$ cat config.mk
export PLATFORM = sky130hd
export DESIGN_NAME = fetch_unit_flat
export DESIGN_NICKNAME = d
export VERILOG_FILES = /design/src/rtl/fetch_if.sv /design/src/rtl/fetch_unit.sv /design/src/flat_wrapper.sv
export SDC_FILE = /design/constraint.sdc
export NUM_CORES = 1
export LEC_CHECK = 0
export CAP_MARGIN = 5
export CORE_UTILIZATION = 46
export CTS_CLUSTER_SIZE = 14
export DETAILED_ROUTE_END_ITERATION = 12
export GPL_TIMING_DRIVEN = 0
export PLACE_DENSITY = 0.76
export SLEW_MARGIN = 20
export SYNTH_ARGS = -nofsm -noshare
export SYNTH_HDL_FRONTEND = slang
export SYNTH_SLANG_ARGS = --single-unit
$ cat constraint.sdc
create_clock -name clk -period 2.1 [get_ports clk]
set_input_delay 0.21 -clock clk [delete_from_list [all_inputs] [get_ports clk]]
set_output_delay 0.21 -clock clk [all_outputs]
set_load 0.005 [all_outputs]
$ cat src/rtl/fetch_if.sv
// Handshake bundle between the fetch stage, the instruction ROM and the control unit.
// The fetch unit uses the master view; the ROM/control side uses the slave view.
interface fetch_if #(
    parameter int ADDR_W = 15
);
    logic              set_pc;
    logic [15:0]       jump_addr;
    logic              instr_ready;
    logic [ADDR_W-1:0] rom_addr;
    logic              rom_req;
    logic              rom_ack;
    logic [15:0]       rom_data;
    logic [15:0]       instr;
    logic              instr_valid;
    logic [15:0]       pc;

    modport master (
        input  set_pc, jump_addr, instr_ready, rom_ack, rom_data,
        output rom_addr, rom_req, instr, instr_valid, pc
    );

    modport slave (
        output set_pc, jump_addr, instr_ready, rom_ack, rom_data,
        input  rom_addr, rom_req, instr, instr_valid, pc
    );
endinterface

$ cat src/rtl/fetch_unit.sv
// Instruction fetch stage: owns the PC, fetches over a variable-latency ROM req/ack
// handshake and presents instructions with valid/ready; set_pc redirects fetch.
module fetch_unit #(
    parameter logic [15:0] RESET_VECTOR = 16'h0000,
    parameter int          ADDR_W       = 15
) (
    input  logic     clk,
    input  logic     rst,
    fetch_if.master  bus
);
    localparam logic [1:0] ST_IDLE    = 2'd0;
    localparam logic [1:0] ST_REQ     = 2'd1;
    localparam logic [1:0] ST_DISCARD = 2'd2;
    localparam logic [1:0] ST_HOLD    = 2'd3;

    localparam logic [ADDR_W-1:0] RESET_PC = RESET_VECTOR[ADDR_W-1:0];

    logic [1:0]        state_q, state_d;
    logic [ADDR_W-1:0] fetch_pc_q, fetch_pc_d;
    logic [ADDR_W-1:0] target_q, target_d;
    logic [ADDR_W-1:0] rom_addr_q, rom_addr_d;
    logic              rom_req_q, rom_req_d;
    logic [15:0]       instr_q, instr_d;
    logic              instr_valid_q, instr_valid_d;
    logic [15:0]       pc_q, pc_d;

    logic [ADDR_W-1:0] jump_target;
    logic              unused_jump_bits;

    assign jump_target      = bus.jump_addr[ADDR_W-1:0];
    assign unused_jump_bits = ^bus.jump_addr;

    always_comb begin
        state_d       = state_q;
        fetch_pc_d    = fetch_pc_q;
        target_d      = target_q;
        rom_addr_d    = rom_addr_q;
        rom_req_d     = rom_req_q;
        instr_d       = instr_q;
        instr_valid_d = instr_valid_q;
        pc_d          = pc_q;

        case (state_q)
            ST_IDLE: begin
                state_d   = ST_REQ;
                rom_req_d = 1'b1;
                if (bus.set_pc) begin
                    fetch_pc_d = jump_target;
                    rom_addr_d = jump_target;
                end else begin
                    rom_addr_d = fetch_pc_q;
                end
            end
            ST_REQ: begin
                if (bus.rom_ack) begin
                    if (bus.set_pc) begin
                        // Data belongs to the pre-redirect stream: drop it and reissue at the target.
                        rom_addr_d = jump_target;
                    end else begin
                        instr_d       = bus.rom_data;
                        pc_d          = 16'(rom_addr_q);
                        instr_valid_d = 1'b1;
                        fetch_pc_d    = rom_addr_q + ADDR_W'(1);
                        rom_req_d     = 1'b0;
                        state_d       = ST_HOLD;
                    end
                end else if (bus.set_pc) begin
                    target_d = jump_target;
                    state_d  = ST_DISCARD;
                end
            end
            ST_DISCARD: begin
                if (bus.set_pc) begin
                    target_d = jump_target;
                end
                // The stale request must complete before the address may change.
                if (bus.rom_ack) begin
                    rom_addr_d = bus.set_pc ? jump_target : target_q;
                    state_d    = ST_REQ;
                end
            end
            default: begin
                if (bus.set_pc || bus.instr_ready) begin
                    instr_valid_d = 1'b0;
                    rom_req_d     = 1'b1;
                    rom_addr_d    = bus.set_pc ? jump_target : fetch_pc_q;
                    state_d       = ST_REQ;
                end
            end
        endcase
    end

    always_ff @(posedge clk or posedge rst) begin
        if (rst) begin
            state_q       <= ST_IDLE;
            fetch_pc_q    <= RESET_PC;
            target_q      <= RESET_PC;
            rom_addr_q    <= RESET_PC;
            rom_req_q     <= 1'b0;
            instr_q       <= 16'h0000;
            instr_valid_q <= 1'b0;
            pc_q          <= 16'h0000;
        end else begin
            state_q       <= state_d;
            fetch_pc_q    <= fetch_pc_d;
            target_q      <= target_d;
            rom_addr_q    <= rom_addr_d;
            rom_req_q     <= rom_req_d;
            instr_q       <= instr_d;
            instr_valid_q <= instr_valid_d;
            pc_q          <= pc_d;
        end
    end

    assign bus.rom_addr    = rom_addr_q;
    assign bus.rom_req     = rom_req_q;
    assign bus.instr       = instr_q;
    assign bus.instr_valid = instr_valid_q;
    assign bus.pc          = pc_q;
endmodule

$ cat src/flat_wrapper.sv
// flat-port wrapper written by rule: the top's interface ports become plain ports
module fetch_unit_flat 
#(
    parameter logic [15:0] RESET_VECTOR = 16'h0000,
    parameter int          ADDR_W       = 15
)
  (clk, rst, bus_set_pc, bus_jump_addr, bus_instr_ready, bus_rom_ack, bus_rom_data, bus_rom_addr, bus_rom_req, bus_instr, bus_instr_valid, bus_pc);
  fetch_if #(.ADDR_W(ADDR_W)) bus_i ();
  input  logic clk;
  input  logic rst;
  input wire logic [$bits(bus_i.set_pc)-1:0] bus_set_pc;
  input wire logic [$bits(bus_i.jump_addr)-1:0] bus_jump_addr;
  input wire logic [$bits(bus_i.instr_ready)-1:0] bus_instr_ready;
  input wire logic [$bits(bus_i.rom_ack)-1:0] bus_rom_ack;
  input wire logic [$bits(bus_i.rom_data)-1:0] bus_rom_data;
  output wire logic [$bits(bus_i.rom_addr)-1:0] bus_rom_addr;
  output wire logic [$bits(bus_i.rom_req)-1:0] bus_rom_req;
  output wire logic [$bits(bus_i.instr)-1:0] bus_instr;
  output wire logic [$bits(bus_i.instr_valid)-1:0] bus_instr_valid;
  output wire logic [$bits(bus_i.pc)-1:0] bus_pc;
  assign bus_i.set_pc = bus_set_pc;
  assign bus_i.jump_addr = bus_jump_addr;
  assign bus_i.instr_ready = bus_instr_ready;
  assign bus_i.rom_ack = bus_rom_ack;
  assign bus_i.rom_data = bus_rom_data;
  assign bus_rom_addr = bus_i.rom_addr;
  assign bus_rom_req = bus_i.rom_req;
  assign bus_instr = bus_i.instr;
  assign bus_instr_valid = bus_i.instr_valid;
  assign bus_pc = bus_i.pc;
  fetch_unit #(.RESET_VECTOR(RESET_VECTOR), .ADDR_W(ADDR_W)) u_core (.clk(clk), .rst(rst), .bus(bus_i));
endmodule
==> results.py, run 1 <==
metrics = {
    "timing": {
        "setup_viol": 0,
        "unrepaired_setup_endpoints_after_global_routing": "yes",
        "finClkSkew_ns": 0.00991,
        "final_period_minus_worst_setup_slack_ns": 2.03,
        "final_sum_of_negative_setup_slack_ns": 0,
        "final.setup.worst_slack_ns": 0.0746,
        "fmax_mhz": 494,
        "worst_slew_margin_rel_pct": 64.3,
        "slew_violations": 0,
        "report.final.hold_viol_count": 0,
        "tightestPinTransition_ns": 0.530,
        "min_period_over_period_pct": 96.4,
    },
    "floorplan": {
        "die_h_um": 96.2,
        "fp.dieArea_mm2": 0.00924,
        "rows": 33,
        "initial_utilization_pct": 48.6,
        "die_width_um": 96.2,
        "core_region_area_mm2": 0.00838,
        "io_pins": 86,
    },
    "cts": {
        "insertion_delay_ns": 0.35,
        "number_of_h_tree_levels": 3,
        "tritoncts": "yes",
        "ctsHoldBuffers": 0,
        "clk_pin_slew_ns": 0.09,
        "clkSinkCount": 80,
        "cts.root.buffer_cell": "sky130_fd_sc_hd__clkbuf_8",
        "clk_path_buf_depth": 2,
        "numCtsBuffers": 9,
    },
    "worst_hold_path": {
        "worst_hold_path_type": "in2async",
    },
    "routing": {
        "drt_pass_1_iters": 4,
        "wl_mm": 10.3,
        "post-route-drc-count": 0,
        "dr.first_iter.drc_count": 174,
        "vias_per_cell": 5.53,
        "route.detailed.wl_per_inst_um": 16.6,
        "via_count": 3441,
        "ant_nets": 0,
    },
    "synth": {
        "ys_seq_elements": 80,
        "muxShareOfSynthArea_pct": 12.8,
        "synth.area.top_cells": "sky130_fd_sc_hd__dfrtp_1 49%, sky130_fd_sc_hd__mux2_2 12%, sky130_fd_sc_hd__nand2_1 9.4%",
        "synth.cells.most_frequent": "102 x sky130_fd_sc_hd__nand2_1, 80 x sky130_fd_sc_hd__dfrtp_1, 42 x sky130_fd_sc_hd__mux2_2",
        "synth_flop_type": "sky130_fd_sc_hd__dfrtp_1",
        "synth-edff-count": 0,
        "post-synth-top-count-cell": "sky130_fd_sc_hd__nand2_1",
        "synth_compound_area_share_pct": 12.7,
        "yosys.area.top_type": "sky130_fd_sc_hd__dfrtp_1",
        "synth_fa_ha_area_share_pct": 1.23,
        "synth.yosys.seq_area_share_pct": 49.1,
        "post_synth_xor_xnor_area_pct": 1.93,
        "post_synth_instance_area_mm2": 0.00408,
        "number_of_warnings_issued_by_yosys": 0,
        "postSynthCellCount": 415,
        "syn_nets": 456,
        "combinational_family_with_the_most_area_after_synthesis": "simple AND/OR/NAND/NOR gates",
        "asyncSetResetFlopFracSynth_pct": 100,
        "ys_types": 47,
        "syn_avg_cell_area_um2": 9.83,
        "synthSimpleGateAreaFrac_pct": 17.6,
        "synth_top_area_share_pct": 49.1,
    },
    "critical_path": {
        "worst-path-buf-inv": 3,
        "worst-endpoint-required_ns": 2.34,
        "worstRegToRegCells": 8,
        "critPathSlowestCell": "sky130_fd_sc_hd__dfrtp_1",
        "critPathMaxStageDelay_ns": 0.45,
        "critical_path_class": "reg2reg",
        "cp.depth": 8,
        "critical_path.cell_chain": "inv_1 > ha_1 > buf_4 > a21o_1 > buf_4 > a22oi_2 > a21oi_1 > mux2_2",
        "endpoint_kind": "flop",
        "cp_data_arrival_time_ns": 2.26,
        "gate_family_responsible_for_the_most_delay_along_the_worst_path": "buffers and inverters",
        "start_kind": "flop",
        "path_max_fanout": 10,
        "cpMostUsedCell": "sky130_fd_sc_hd__buf_4",
    },
    "grt": {
        "antenna_violations_before_repair": 0,
        "grt_first_pass_wirelength_mm": 16.7,
        "globalRoute.totalOverflow": 0,
        "grt_start_max_net_pins": 25,
        "grt_util_all_layers_pct": 24.1,
        "number_of_global_route_vias_before_repair": 3358,
    },
    "placement": {
        "gp_routability_congestion": 0.820,
        "post-place-ws_ns": -0.0893,
        "placedCellCount": 605,
        "io_buffer_count": 82,
        "dpl.hpwl_mm": 7.54,
    },
    "final_layout": {
        "stdcell_count": 622,
        "syn_to_layout_area_delta_pct": 32.4,
        "num_antenna_cells": 0,
        "fillers": 671,
        "finalNetCount": 553,
        "post_route_cells_drive_above_1_share_pct": 20.3,
    },
    "pwr": {
        "power.ir.vdd_worst_mv": 0.673,
        "power.static_leakage_nw": 2.35,
        "power.density_cell_area_mw_per_mm2": 1530,
    },
    "run_status": {
        "run_status": "completed",
    },
    "flow_run": {
        "max-cap-violations": 0,
    },
}
-- cells in the final DEF, fill, tap and decap left out, types with 7 or more instances in the layout --
master and n:
sky130_fd_sc_hd__a21oi_1 17, sky130_fd_sc_hd__a22oi_1 11, sky130_fd_sc_hd__a22oi_2 7, sky130_fd_sc_hd__buf_2 10
sky130_fd_sc_hd__buf_4 8, sky130_fd_sc_hd__clkbuf_8 11, sky130_fd_sc_hd__clkdlybuf4s50_1 82, sky130_fd_sc_hd__dfrtp_1 79
sky130_fd_sc_hd__mux2_2 42, sky130_fd_sc_hd__nand2_1 101, sky130_fd_sc_hd__nor2_1 36, sky130_fd_sc_hd__nor2b_1 7
sky130_fd_sc_hd__o21ai_0 17, sky130_fd_sc_hd__xnor2_1 8
-- worst paths after layout --
path / from / endpoint / slack, ns
min in group clk: bus_rom_data[9] / u_core.bus.instr[9] / 0.38
max in group asynchronous: rst / u_core.fetch_pc_q[3] / 1.05
worst min register to register: u_core.bus.pc[3] / u_core.bus.pc[3] / 0.48
worst max register to register: u_core.state_q[1] / u_core.bus.rom_addr[4] / 0.07
worst min-delay path: rst / u_core.bus.instr[6] / 0.22
worst max-delay path: u_core.state_q[1] / u_core.bus.rom_addr[4] / 0.07
-- flip-flops by register name (all words and copies together) (netlist names) --
| name | count |
|---|---|
| u_core.bus.instr | 16 |
| u_core.bus.pc | 15 |
| u_core.bus.rom_addr | 15 |
| u_core.fetch_pc_q | 15 |
| u_core.target_q | 15 |
| u_core.state_q | 2 |
| u_core.bus.instr_valid | 1 |
| u_core.bus.rom_req | 1 |
-- where the power goes --
part / internal [W] / switching [W] / total [W] / leakage (nW)
clock network: 0.000621 / 0.000597 / 0.00122 / 0.102
registers: 0.00231 / 0.000659 / 0.00297 / 0.963
logic: 0.00221 / 0.00186 / 0.00407 / 1.29
total: 0.00514 / 0.00311 / 0.00826 / 2.35
-- stage by stage --
step / util (%) / instance area, µm² / hold slack [ns] / power, W
after floorplan: - / 4080 / 0.315 / 0.00516
after global placement: 60.1 / 5030 / 0.456 / 0.00675
after detailed placement: 60.9 / 5110 / 0.462 / 0.00689
after CTS: 63.7 / 5340 / 0.228 / 0.00817
after global routing: 64.4 / 5400 / 0.248 / 0.00886
final: 64.4 / 5400 / 0.217 / 0.00826
-- layer usage --
metal	wire (µm)	GRT usage [%]	vias to the layer above
li1	-	-	1626
met1	4570	31.7	1709
met2	5170	40.8	93
met3	490	3.95	13
met4	110	6.97	0
met5	0	0	-
-- worst reg2reg max path: stages, from the launching register on --
cell	delay, ns
sky130_fd_sc_hd__dfrtp_1	0.45
sky130_fd_sc_hd__inv_1	0.09
sky130_fd_sc_hd__ha_1	0.25
sky130_fd_sc_hd__buf_4	0.20
sky130_fd_sc_hd__a21o_1	0.16
sky130_fd_sc_hd__buf_4	0.18
sky130_fd_sc_hd__a22oi_2	0.19
sky130_fd_sc_hd__a21oi_1	0.11
sky130_fd_sc_hd__mux2_2	0.29
-- layout make-up --
class	count	area [µm²]	share of cell area [%]
sequential	80	2000	37.1
multi-input combinational	302	1940	35.9
timing repair buffer	88	918	17.0
buffer	25	169	3.13
clock buffer	11	151	2.80
tap	105	131	2.43
clock inverter	5	62.6	1.16
inverter	6	26.3	0.487
-- cell families (layout without fill, tap and decap cells) --
family	Yosys count	in the layout
other	1	1
XOR/XNOR	9	9
flip-flops	80	80
buffers and inverters	33	135
AO/OA/AOI/OAI	76	76
adder cells (fa/ha/maj)	4	4
multiplexers	47	47
AND/OR/NAND/NOR	165	165
-- what timing repair did --
action | in CTS | in global routing
resized for setup | 3 | 18
endpoints found under the setup margin | 20 | 34
pin swaps | 1 | 0
setup buffers | 1 | 2
(Power assumes the default switching activity.)
==> run 2, diff against run 1 <==
Settings changed: SLEW_MARGIN 20 to 10.
==> run 2 against run 1 <==
  * Non-clock buffer count did not move
  * Cell count stayed put
  * Setup slack improved by 0.026 ns
  * Clock skew rose by 0.00066 ns
  * Combinational power hardly changed
  * Via count is 0.44% higher
  * Sequential share of layout area is 0.41 points higher
  * Wire length fell by 1.1%
  * Power fell by 2.2%
  * Sequential power is essentially flat
  * Largest power group unchanged
==> results.py, run 2 (synthesis results as in run 1) <==
metrics = {
    "timing": {
        "slew_violations": 0,
        "final_sum_of_negative_setup_slack_ns": 0,
        "report.final.hold_viol_count": 0,
        "hold_ws_ns": 0.345,
        "min_period_over_period_pct": 95.2,
        "fmax_mhz": 500,
        "worst_slew_margin_rel_pct": 45.8,
        "unrepaired_setup_endpoints_after_global_routing": "no",
        "finClkSkew_ns": 0.0106,
        "final_period_minus_worst_setup_slack_ns": 2.00,
        "tightestPinTransition_ns": 0.812,
        "setup_viol": 0,
    },
    "final_layout": {
        "fillers": 697,
        "postLayoutCoreUtil_pct": 63.8,
        "stdcell_count": 622,
        "largest_reg_flops": 16,
        "layout.cells.most_common": "sky130_fd_sc_hd__nand2_1",
        "finalNetCount": 553,
        "syn_to_layout_area_delta_pct": 31.1,
        "mostFrequentLayoutCells": "101 x sky130_fd_sc_hd__nand2_1, 82 x sky130_fd_sc_hd__clkdlybuf4s50_1, 78 x sky130_fd_sc_hd__dfrtp_1",
        "post_route_cells_drive_above_1_share_pct": 20.7,
        "num_antenna_cells": 0,
    },
    "cts": {
        "cts.root.buffer_cell": "sky130_fd_sc_hd__clkbuf_8",
        "ctsHoldBuffers": 0,
        "insertion_delay_ns": 0.36,
        "tritoncts": "yes",
        "clk_pin_slew_ns": 0.10,
        "numCtsBuffers": 9,
        "number_of_h_tree_levels": 3,
        "clkSinkCount": 80,
        "clk_path_buf_depth": 2,
    },
    "critical_path": {
        "critical_path.cell_chain": "inv_1 > ha_1 > clkbuf_2 > mux2_2 > a22oi_1 > o21ai_0 > mux2_2",
        "worst-endpoint-required_ns": 2.35,
        "path_max_fanout": 7,
        "worst_setup_path_startpoint": "u_core.state_q[0]",
        "worstRegToRegCells": 7,
        "critical_path_class": "reg2reg",
        "cpMostUsedCell": "sky130_fd_sc_hd__mux2_2",
        "critPathSlowestCell": "sky130_fd_sc_hd__dfrtp_1",
        "start_kind": "flop",
        "worst-r2r-setup-slack_ns": 0.10,
        "gate_family_responsible_for_the_most_delay_along_the_worst_path": "multiplexers",
        "endpoint_kind": "flop",
        "rr_endpoint": "u_core.bus.rom_addr[0]",
        "critical_path.endpoint": "u_core.bus.rom_addr[0]",
        "critPathMaxStageDelay_ns": 0.41,
        "cp.depth": 7,
        "rr_startpoint": "u_core.state_q[0]",
        "cp_data_arrival_time_ns": 2.25,
        "worst-path-buf-inv": 2,
    },
    "floorplan": {
        "rows": 33,
        "initial_utilization_pct": 48.6,
        "die_h_um": 96.2,
        "core_region_area_mm2": 0.00838,
        "fp.dieArea_mm2": 0.00924,
        "die_width_um": 96.2,
        "io_pins": 86,
    },
    "flow_run": {
        "max-cap-violations": 0,
    },
    "routing": {
        "via_count": 3456,
        "post-route-drc-count": 0,
        "dr.first_iter.drc_count": 169,
        "wl_mm": 10.2,
        "route.detailed.wl_per_inst_um": 16.4,
        "vias_per_cell": 5.56,
        "drt_pass_1_iters": 5,
        "ant_nets": 0,
    },
    "pwr": {
        "power.total_w": 0.00807,
        "p_switching_w": 0.00312,
        "power.static_leakage_nw": 2.33,
        "power.internal_w": 0.00495,
        "power.density_cell_area_mw_per_mm2": 1510,
        "netSwitchingFraction_pct": 38.7,
        "sequentialPowerShare_pct": 36.7,
        "pwr-share-comb_pct": 50.2,
        "power.ir.vdd_worst_mv": 0.652,
        "power_frac_clock_pct": 13.1,
    },
    "grt": {
        "number_of_global_route_vias_before_repair": 3377,
        "grt_start_max_net_pins": 37,
        "antenna_violations_before_repair": 0,
        "grt_first_pass_wirelength_mm": 16.6,
        "globalRoute.totalOverflow": 0,
        "grt_util_all_layers_pct": 24.1,
    },
    "placement": {
        "placedCellCount": 604,
        "gp_routability_congestion": 0.820,
        "io_buffer_count": 82,
        "dpl.hpwl_mm": 7.47,
    },
    "worst_hold_path": {
        "worst_hold_path_type": "in2async",
    },
    "run_status": {
        "run_status": "completed",
    },
}
[run 2: worst min path at each step]
stage                                    start                    to  cells past startpoint
final                                      rst   u_core.bus.instr[9]                      2
after global routing           bus_rom_data[9]   u_core.bus.instr[9]                      3
after CTS                      bus_rom_data[9]   u_core.bus.instr[9]                      3
after detailed placement     u_core.bus.pc[14]     u_core.bus.pc[14]                      2
after global placement    u_core.bus.instr[15]  u_core.bus.instr[15]                      2
after floorplan                bus_rom_data[0]   u_core.bus.instr[0]                      2
[run 2: what timing repair did]
| item | CTS | global route |
|---|---|---|
| endpoints found under the setup margin | 20 | 45 |
| pin swaps | 0 | 2 |
| setup buffers | 0 | 2 |
| gates resized for setup | 6 | 17 |
[run 2: cell type report]
class / instances / area (µm²) / area share (%)
buffer: 27 / 176 / 3.30
clock buffer: 9 / 124 / 2.32
clock inverter: 7 / 55.1 / 1.03
inverter: 6 / 26.3 / 0.492
multi-input combinational: 302 / 1940 / 36.4
sequential: 80 / 2000 / 37.5
tap: 105 / 131 / 2.46
timing repair buffer: 86 / 883 / 16.5
[run 2: through the flow]
step	worst slack [ns]	instance area [µm²]
after global routing	0.00131	5340
final	0.100	5340
after global placement	-0.0815	5030
after CTS	0.0405	5280
after detailed placement	-0.113	5080
after floorplan	0.232	4080
[run 2: power groups by stage]
stage	Sequential (W)	Combinational, W	Clock, W
after global placement	0.00292	0.00383	0
after detailed placement	0.00296	0.00393	0
after global routing	0.00306	0.00448	0.00115
final	0.00296	0.00405	0.00106
after CTS	0.00294	0.00399	0.00109
after floorplan	0.00285	0.00231	0
[run 2: worst reg2reg max path: cells and delay by family (launching register included)]
kind                       cells  cell delay [ns]
AOI/OAI and AO/OA              2             0.27
buffers and inverters          2             0.27
adders and majority gates      1             0.28
DFF                            1             0.41
muxes                          2             0.67
[run 2: layer usage]
layer | wire [µm] | global-route usage, % | part of all wire [%] | up-vias
li1 | - | - | - | 1630
met1 | 4490 | 31.4 | 44 | 1714
met2 | 5070 | 40.4 | 50 | 98
met3 | 549 | 3.48 | 5.4 | 14
met4 | 123 | 9.08 | 1.2 | 0
met5 | 0 | 0 | 0 | -
